<file path="src/rtl/regfile_pkg.sv">
// regfile_pkg: shared defaults and FSM state encoding for the multi-port register file
package regfile_pkg;
    localparam int XLEN_DEF  = 32;
    localparam int NREGS_DEF = 32;
    localparam int NRD_DEF   = 2;
    localparam int NWR_DEF   = 2;
    typedef enum logic {INIT, RUN} state_t;
endpackage

</file>
<file path="src/rtl/regfile_if.sv">
// regfile_if: read, write, alloc and ready signals of the register file
interface regfile_if
    import regfile_pkg::*;
#(
    parameter int XLEN  = XLEN_DEF,
    parameter int NREGS = NREGS_DEF,
    parameter int NRD   = NRD_DEF,
    parameter int NWR   = NWR_DEF
) ();
    localparam int AW = $clog2(NREGS);
    logic                ready;
    logic [NRD*AW-1:0]   rd_addr;
    logic [NRD*XLEN-1:0] rd_data;
    logic [NRD-1:0]      rd_busy;
    logic [NWR-1:0]      wr_en;
    logic [NWR*AW-1:0]   wr_addr;
    logic [NWR*XLEN-1:0] wr_data;
    logic                alloc_en;
    logic [AW-1:0]       alloc_addr;
    modport master (
        input  ready, rd_data, rd_busy,
        output rd_addr, wr_en, wr_addr, wr_data, alloc_en, alloc_addr
    );
    modport slave (
        output ready, rd_data, rd_busy,
        input  rd_addr, wr_en, wr_addr, wr_data, alloc_en, alloc_addr
    );
endinterface

</file>
<file path="src/rtl/regfile_scoreboard.sv">
// regfile_scoreboard: per-register pending bits, set by alloc and cleared by writes
module regfile_scoreboard
    import regfile_pkg::*;
#(
    parameter int NREGS  = NREGS_DEF,
    parameter int NRD    = NRD_DEF,
    parameter int NWR    = NWR_DEF,
    parameter int BYPASS = 1,
    localparam int AW    = $clog2(NREGS)
) (
    input  logic              clk,
    input  logic              rst,
    input  logic              en,
    input  logic              alloc_en,
    input  logic [AW-1:0]     alloc_addr,
    input  logic [NWR-1:0]    wr_en,
    input  logic [NWR*AW-1:0] wr_addr,
    input  logic [NRD*AW-1:0] rd_addr,
    output logic [NRD-1:0]    rd_busy
);
    logic [NREGS-1:0] busy, set_v, clr_v;

    // decode this cycle's alloc (set) and write (clear) targets; gated off outside RUN
    always_comb begin
        set_v = '0;
        clr_v = '0;
        if (en) begin
            if (alloc_en && alloc_addr != '0) set_v[alloc_addr] = 1'b1;
            for (int j = 0; j < NWR; j++)
                if (wr_en[j]) clr_v[wr_addr[j*AW +: AW]] = 1'b1;
        end
    end

    // alloc wins over a same-cycle clear; register 0 never becomes pending
    always_ff @(posedge clk or posedge rst) begin
        if (rst) busy <= '0;
        else     busy <= (set_v | (busy & ~clr_v)) & ~NREGS'(1);
    end

    // pending lookup per read port, optionally seeing a same-cycle clear early
    always_comb begin
        rd_busy = '0;
        for (int k = 0; k < NRD; k++)
            rd_busy[k] = en && busy[rd_addr[k*AW +: AW]] &&
                !(BYPASS != 0 && clr_v[rd_addr[k*AW +: AW]] && !set_v[rd_addr[k*AW +: AW]]);
    end
endmodule

</file>
<file path="src/rtl/regfile_mp.sv">
// regfile_mp: multi-port register file with init sweep, write bypass and scoreboard
module regfile_mp
    import regfile_pkg::*;
#(
    parameter int XLEN   = XLEN_DEF,
    parameter int NREGS  = NREGS_DEF,
    parameter int NRD    = NRD_DEF,
    parameter int NWR    = NWR_DEF,
    parameter int BYPASS = 1
) (
    input logic      clk,
    input logic      rst,
    regfile_if.slave bus
);
    localparam int AW = $clog2(NREGS);
    state_t          state, state_n;
    logic [AW-1:0]   cnt, cnt_n;
    logic [XLEN-1:0] regs [NREGS];
    logic            run;

    assign run       = state == RUN;
    assign bus.ready = run;

    // state and sweep index; reset restarts the sweep from register 0
    always_ff @(posedge clk or posedge rst) begin
        if (rst) begin
            state <= INIT;
            cnt   <= '0;
        end else begin
            state <= state_n;
            cnt   <= cnt_n;
        end
    end

    // sweep advances one register per cycle and hands over to RUN after the last one
    always_comb begin
        state_n = state;
        cnt_n   = cnt;
        if (state == INIT) begin
            cnt_n = cnt + 1'b1;
            if (cnt == AW'(NREGS - 1)) state_n = RUN;
        end
    end

    // data array: cleared by the sweep, then written by ports with the highest index winning
    always_ff @(posedge clk) begin
        if (!run) regs[cnt] <= '0;
        else
            for (int j = 0; j < NWR; j++)
                if (bus.wr_en[j] && bus.wr_addr[j*AW +: AW] != '0)
                    regs[bus.wr_addr[j*AW +: AW]] <= bus.wr_data[j*XLEN +: XLEN];
    end

    // combinational reads; r0 and the whole INIT phase read as zero
    always_comb begin
        bus.rd_data = '0;
        for (int k = 0; k < NRD; k++)
            if (run && bus.rd_addr[k*AW +: AW] != '0) begin
                bus.rd_data[k*XLEN +: XLEN] = regs[bus.rd_addr[k*AW +: AW]];
                if (BYPASS != 0)
                    for (int j = 0; j < NWR; j++)
                        if (bus.wr_en[j] && bus.wr_addr[j*AW +: AW] == bus.rd_addr[k*AW +: AW])
                            bus.rd_data[k*XLEN +: XLEN] = bus.wr_data[j*XLEN +: XLEN];
            end
    end

    regfile_scoreboard #(
        .NREGS  (NREGS),
        .NRD    (NRD),
        .NWR    (NWR),
        .BYPASS (BYPASS)
    ) u_sb (
        .clk        (clk),
        .rst        (rst),
        .en         (run),
        .alloc_en   (bus.alloc_en),
        .alloc_addr (bus.alloc_addr),
        .wr_en      (bus.wr_en),
        .wr_addr    (bus.wr_addr),
        .rd_addr    (bus.rd_addr),
        .rd_busy    (bus.rd_busy)
    );
endmodule

</file>
<file path="src/flat_wrapper.sv">
// flat-port wrapper written by rule: the top's interface ports become plain ports
module regfile_mp_flat import regfile_pkg::*;
#(
    parameter int XLEN   = XLEN_DEF,
    parameter int NREGS  = NREGS_DEF,
    parameter int NRD    = NRD_DEF,
    parameter int NWR    = NWR_DEF,
    parameter int BYPASS = 1
)
  (clk, rst, bus_ready, bus_rd_data, bus_rd_busy, bus_rd_addr, bus_wr_en, bus_wr_addr, bus_wr_data, bus_alloc_en, bus_alloc_addr);
  regfile_if #(.XLEN(XLEN), .NREGS(NREGS), .NRD(NRD), .NWR(NWR)) bus_i ();
  input logic clk;
  input logic rst;
  output wire logic [$bits(bus_i.ready)-1:0] bus_ready;
  output wire logic [$bits(bus_i.rd_data)-1:0] bus_rd_data;
  output wire logic [$bits(bus_i.rd_busy)-1:0] bus_rd_busy;
  input wire logic [$bits(bus_i.rd_addr)-1:0] bus_rd_addr;
  input wire logic [$bits(bus_i.wr_en)-1:0] bus_wr_en;
  input wire logic [$bits(bus_i.wr_addr)-1:0] bus_wr_addr;
  input wire logic [$bits(bus_i.wr_data)-1:0] bus_wr_data;
  input wire logic [$bits(bus_i.alloc_en)-1:0] bus_alloc_en;
  input wire logic [$bits(bus_i.alloc_addr)-1:0] bus_alloc_addr;
  assign bus_ready = bus_i.ready;
  assign bus_rd_data = bus_i.rd_data;
  assign bus_rd_busy = bus_i.rd_busy;
  assign bus_i.rd_addr = bus_rd_addr;
  assign bus_i.wr_en = bus_wr_en;
  assign bus_i.wr_addr = bus_wr_addr;
  assign bus_i.wr_data = bus_wr_data;
  assign bus_i.alloc_en = bus_alloc_en;
  assign bus_i.alloc_addr = bus_alloc_addr;
  regfile_mp #(.XLEN(XLEN), .NREGS(NREGS), .NRD(NRD), .NWR(NWR), .BYPASS(BYPASS)) u_core (.clk(clk), .rst(rst), .bus(bus_i));
endmodule
</file>
<file path="config.mk">
export PLATFORM = sky130hd
export DESIGN_NAME = regfile_mp_flat
export DESIGN_NICKNAME = d
export VERILOG_FILES = /design/src/rtl/regfile_pkg.sv /design/src/rtl/regfile_if.sv /design/src/rtl/regfile_scoreboard.sv /design/src/rtl/regfile_mp.sv /design/src/flat_wrapper.sv
export SDC_FILE = /design/constraint.sdc
export NUM_CORES = 2
export LEC_CHECK = 0
export ABC_AREA = 1
export BUFFER_PORTS_ARGS = -buffer_cell sky130_fd_sc_hd__buf_2
export CAP_MARGIN = 0
export CORE_ASPECT_RATIO = 1.75
export CORE_UTILIZATION = 35
export CTS_BUF_LIST = sky130_fd_sc_hd__clkbuf_8
export DETAILED_ROUTE_END_ITERATION = 7
export PLACE_DENSITY = 0.49
export SETUP_SLACK_MARGIN = 0.02
export SYNTH_ARGS = -nofsm -noshare
export SYNTH_HDL_FRONTEND = slang
export SYNTH_SLANG_ARGS = --single-unit
</file>
<file path="constraint.sdc">
create_clock -name clk -period 10.5 [get_ports clk]
set_clock_uncertainty 0.15 [all_clocks]
set_input_delay 1.575 -clock clk [delete_from_list [all_inputs] [get_ports clk]]
set_output_delay 1.575 -clock clk [all_outputs]
set_load 0.01 [all_outputs]
</file>
==> flow_summary.json <==
{
  "hp-class": "reg2reg",
  "critical_path.endpoint_type": "primary output",
  "port_buffers": 160,
  "avgSynthCellArea_sq_um": 8.05,
  "die-area_sq_um": 187000,
  "postCtsSetupBuffers": 0,
  "ff2ff_path_depth": 9,
  "cts_made_buffers": 174,
  "start_kind": "primary input",
  "cts_tree": "done",
  "syn_to_final_growth_pct": 7.91,
  "grt_pass1_wl_microns": 474000,
  "io_pins": 161,
  "timing.final.crit_share_pct": 71.6,
  "clock_latency_ns": 0.89,
  "setup_violations": 0,
  "criticalPathCategory": "in2out",
  "switching_share_pct": 31.2,
  "wl_per_cell_microns": 33.9,
  "power.switching_uw": 3070,
  "busiest_layer": "met2",
  "synth_flop_cell": "edfxtp_1",
  "power_density_nw_per_um2": 141,
  "worstPathArrival_ns": 5.79,
  "pwr-share-seq_pct": 48.0,
  "synth_area_sq_um": 64800,
  "die_w_microns": 327,
  "status": "completed",
  "antenna_found_initial": 19,
  "clock_sinks": 1061,
  "grt_overflow_total": 0,
  "yosysSeqAreaShare_pct": 48.9,
  "cp_max_fo": 62,
  "synth_nets": 8144,
  "use_met3_pct": 8.90,
  "place_congestion": 0.894,
  "setup_slack_ns": 2.98,
  "post-place-ws_ns": 3.17,
  "grt_pass1_vias": 61006,
  "r2r-end": "u_core.regs[3][31]",
  "holdWs_ns": 0.329,
  "drive_gt1_share_pct": 9.01,
  "start_util_pct": 35.3,
  "grtUsageMet1_pct": 42.3,
  "cts.path.max_buffers": 4,
  "internal-power_uw": 6760,
  "synth_edf_count": 1024,
  "vias_per_cell": 6.39,
  "tightest_slew_ns": 1.36,
  "pwr-share-comb_pct": 15.6,
  "critPathCapture": "bus_rd_data[54]",
  "post-route-drc-count": 0,
  "grt.met2_usage_pct": 57.1,
  "yosysWarnings": 0,
  "finalHoldViolations": 0,
  "ant_nets": 0,
  "die_y_microns": 571,
  "finalNetCount": 7798,
  "startpoint": "bus_rd_addr[5]",
  "drt-initial-drc-count": 10366,
  "first_pass_iters": 6,
  "rows": 208,
  "ctsResizeCount": 0,
  "grt_start_max_net_pins": 164,
  "reg2reg_slack_ns": 5.72,
  "maxSlewHeadroom_pct": 9.57,
  "clockPowerShare_pct": 36.4,
  "ys_seq_elements": 1061,
  "vias": 65451,
  "ir_drop_mv": 0.100,
  "holdBufCountCts": 0,
  "timing.rr.start": "u_core.bus.ready",
  "coreArea_sq_um": 184000,
  "fin_area_sq_um": 69900,
  "root_buffer": "clkbuf_8",
  "timing.fmax_mhz": 133,
  "required_ns": 8.78,
  "finalMaxSlewViolations": 0,
  "dp_hpwl_microns": 181000,
  "htree_levels": 4,
  "synthArstFlopShare_pct": 3.49,
  "ys_types": 48,
  "setup_tns_ns": 0,
  "routed_wl_microns": 347000,
  "rsz0062_at_grt": "no",
  "synthCells": 8048,
  "placed_area_sq_um": 66800,
  "path_clk_slew_ns": 0.06,
  "max_cap_violations": 0,
  "period_needed_ns": 7.52,
  "track_usage_pct": 36.0,
  "p_leak_uw": 0.0256
}
==> worst max-delay path, cell delays in order <==
cell	delay, ns
buf_8	0.23
inv_6	0.61
buf_4	0.72
o22ai_1	0.16
nor2_1	0.23
nand3_4	0.44
inv_2	0.94
nand2_1	0.10
o21ai_0	0.35
a21oi_1	0.15
buf_2	0.19
==> sequential cells by signal, summed over array words and instances (netlist names) <==
| register | cells |
|---|---|
| u_core.regs | 1024 |
| u_core.u_sb.busy | 31 |
| u_core.cnt | 5 |
| u_core.bus.ready | 1 |
==> cell usage after synthesis, types with 3 or more instances <==
cell / count / area, sq um
buf_2: 292 / 1460
inv_2: 18 / 67.6
edfxtp_1: 1024 / 30700
nor3_1: 10 / 50.1
or2_2: 3 / 18.8
buf_4: 156 / 1170
o21ai_2: 5 / 43.8
inv_1: 437 / 1640
nor2_4: 3 / 33.8
nand3_2: 6 / 60.1
nor2_2: 17 / 106
buf_6: 4 / 45.0
o221ai_1: 67 / 587
a31oi_1: 10 / 62.6
a21oi_1: 632 / 3160
o211ai_1: 212 / 1590
o2111ai_1: 172 / 1510
nand2_1: 2140 / 8030
nand4_1: 57 / 357
o21ai_0: 1347 / 6740
nand3_1: 601 / 3010
o21ai_1: 100 / 500
buf_1: 49 / 184
nand2_2: 5 / 31.3
xor2_1: 4 / 35.0
nor3_2: 3 / 30.0
a221oi_1: 7 / 61.3
clkbuf_1: 343 / 1290
dfrtp_1: 37 / 926
o22ai_1: 24 / 150
nor2_1: 239 / 897
==> worst min-delay path by stage <==
stage | start | endpoint | slack (ns) | depth (start not counted)
final | u_core.u_sb.busy[23] | u_core.u_sb.busy[23] | 0.33 | 2
after global routing | u_core.u_sb.busy[23] | u_core.u_sb.busy[23] | 0.38 | 2
after CTS | u_core.u_sb.busy[23] | u_core.u_sb.busy[23] | 0.33 | 2
after detailed placement | u_core.u_sb.busy[23] | u_core.u_sb.busy[23] | 0.32 | 2
after global placement | u_core.u_sb.busy[23] | u_core.u_sb.busy[23] | 0.32 | 2
after floorplan | u_core.u_sb.busy[23] | u_core.u_sb.busy[23] | 0.29 | 2
==> cell type report <==
cell class              count  area (sq um)
multi-input cells        5686         28200
inverters                 457          1780
clock inverters           120           668
well taps                2415          3020
fillers                 18777        114000
flip-flops and latches   1061         31700
diodes                     11          27.5
repair buffers            322          2150
clock buffers             176          2420
==> layout by cell type (no fill, tap or decap), drive strengths merged, types with 6 or more instances in the layout <==
master	count
a21oi	633
a221oi	7
a31oi	10
buf	321
bufinv	6
clkbuf	177
clkinv	67
clkinvlp	6
dfrtp	37
diode	11
edfxtp	1024
inv	498
nand2	2147
nand3	607
nand4	57
nor2	259
nor3	15
o2111ai	172
o211ai	212
o21ai	1452
o221ai	67
o22ai	24
==> layer usage <==
layer | vias up | share of wire, %
met3 | 1438 | 12
met5 | - | 0.028
li1 | 27498 | -
met4 | 14 | 8.3
met1 | 31290 | 35
met2 | 5211 | 45
==> power groups by stage <==
| stage | sequential, uW | combinational, uW | clock (uW) |
|---|---|---|---|
| finish | 4720 | 1540 | 3580 |
| global route | 4720 | 1600 | 3710 |
| CTS | 4720 | 1470 | 3580 |
| detailed placement | 4810 | 1470 | 0 |
| global placement | 4810 | 1460 | 0 |
| floorplan | 4800 | 844 | 0 |
==> metrics by stage <==
stage | util, % | cells | total power, uW
finish | 38.1 | 10248 | 9830
global placement | 36.4 | 9941 | 6260
floorplan | - | 8048 | 5650
detailed placement | 36.4 | 9941 | 6280
CTS | 38.1 | 10237 | 9770
global route | 38.1 | 10239 | 10000
==> cell families (layout without fill, tap and decap cells) <==
family	after synthesis	after routing	synth area share, %
xor gates and xnor gates	5	5	0.0676
adders and majority gates	2	2	0.0386
buffers and inverters	1301	1075	9.06
DFF	1061	1061	48.9
AOI/OAI and AO/OA	2587	2587	22.4
and+or+nand+nor	3092	3092	19.6
other	0	11	0
(Power assumes the default switching activity.)
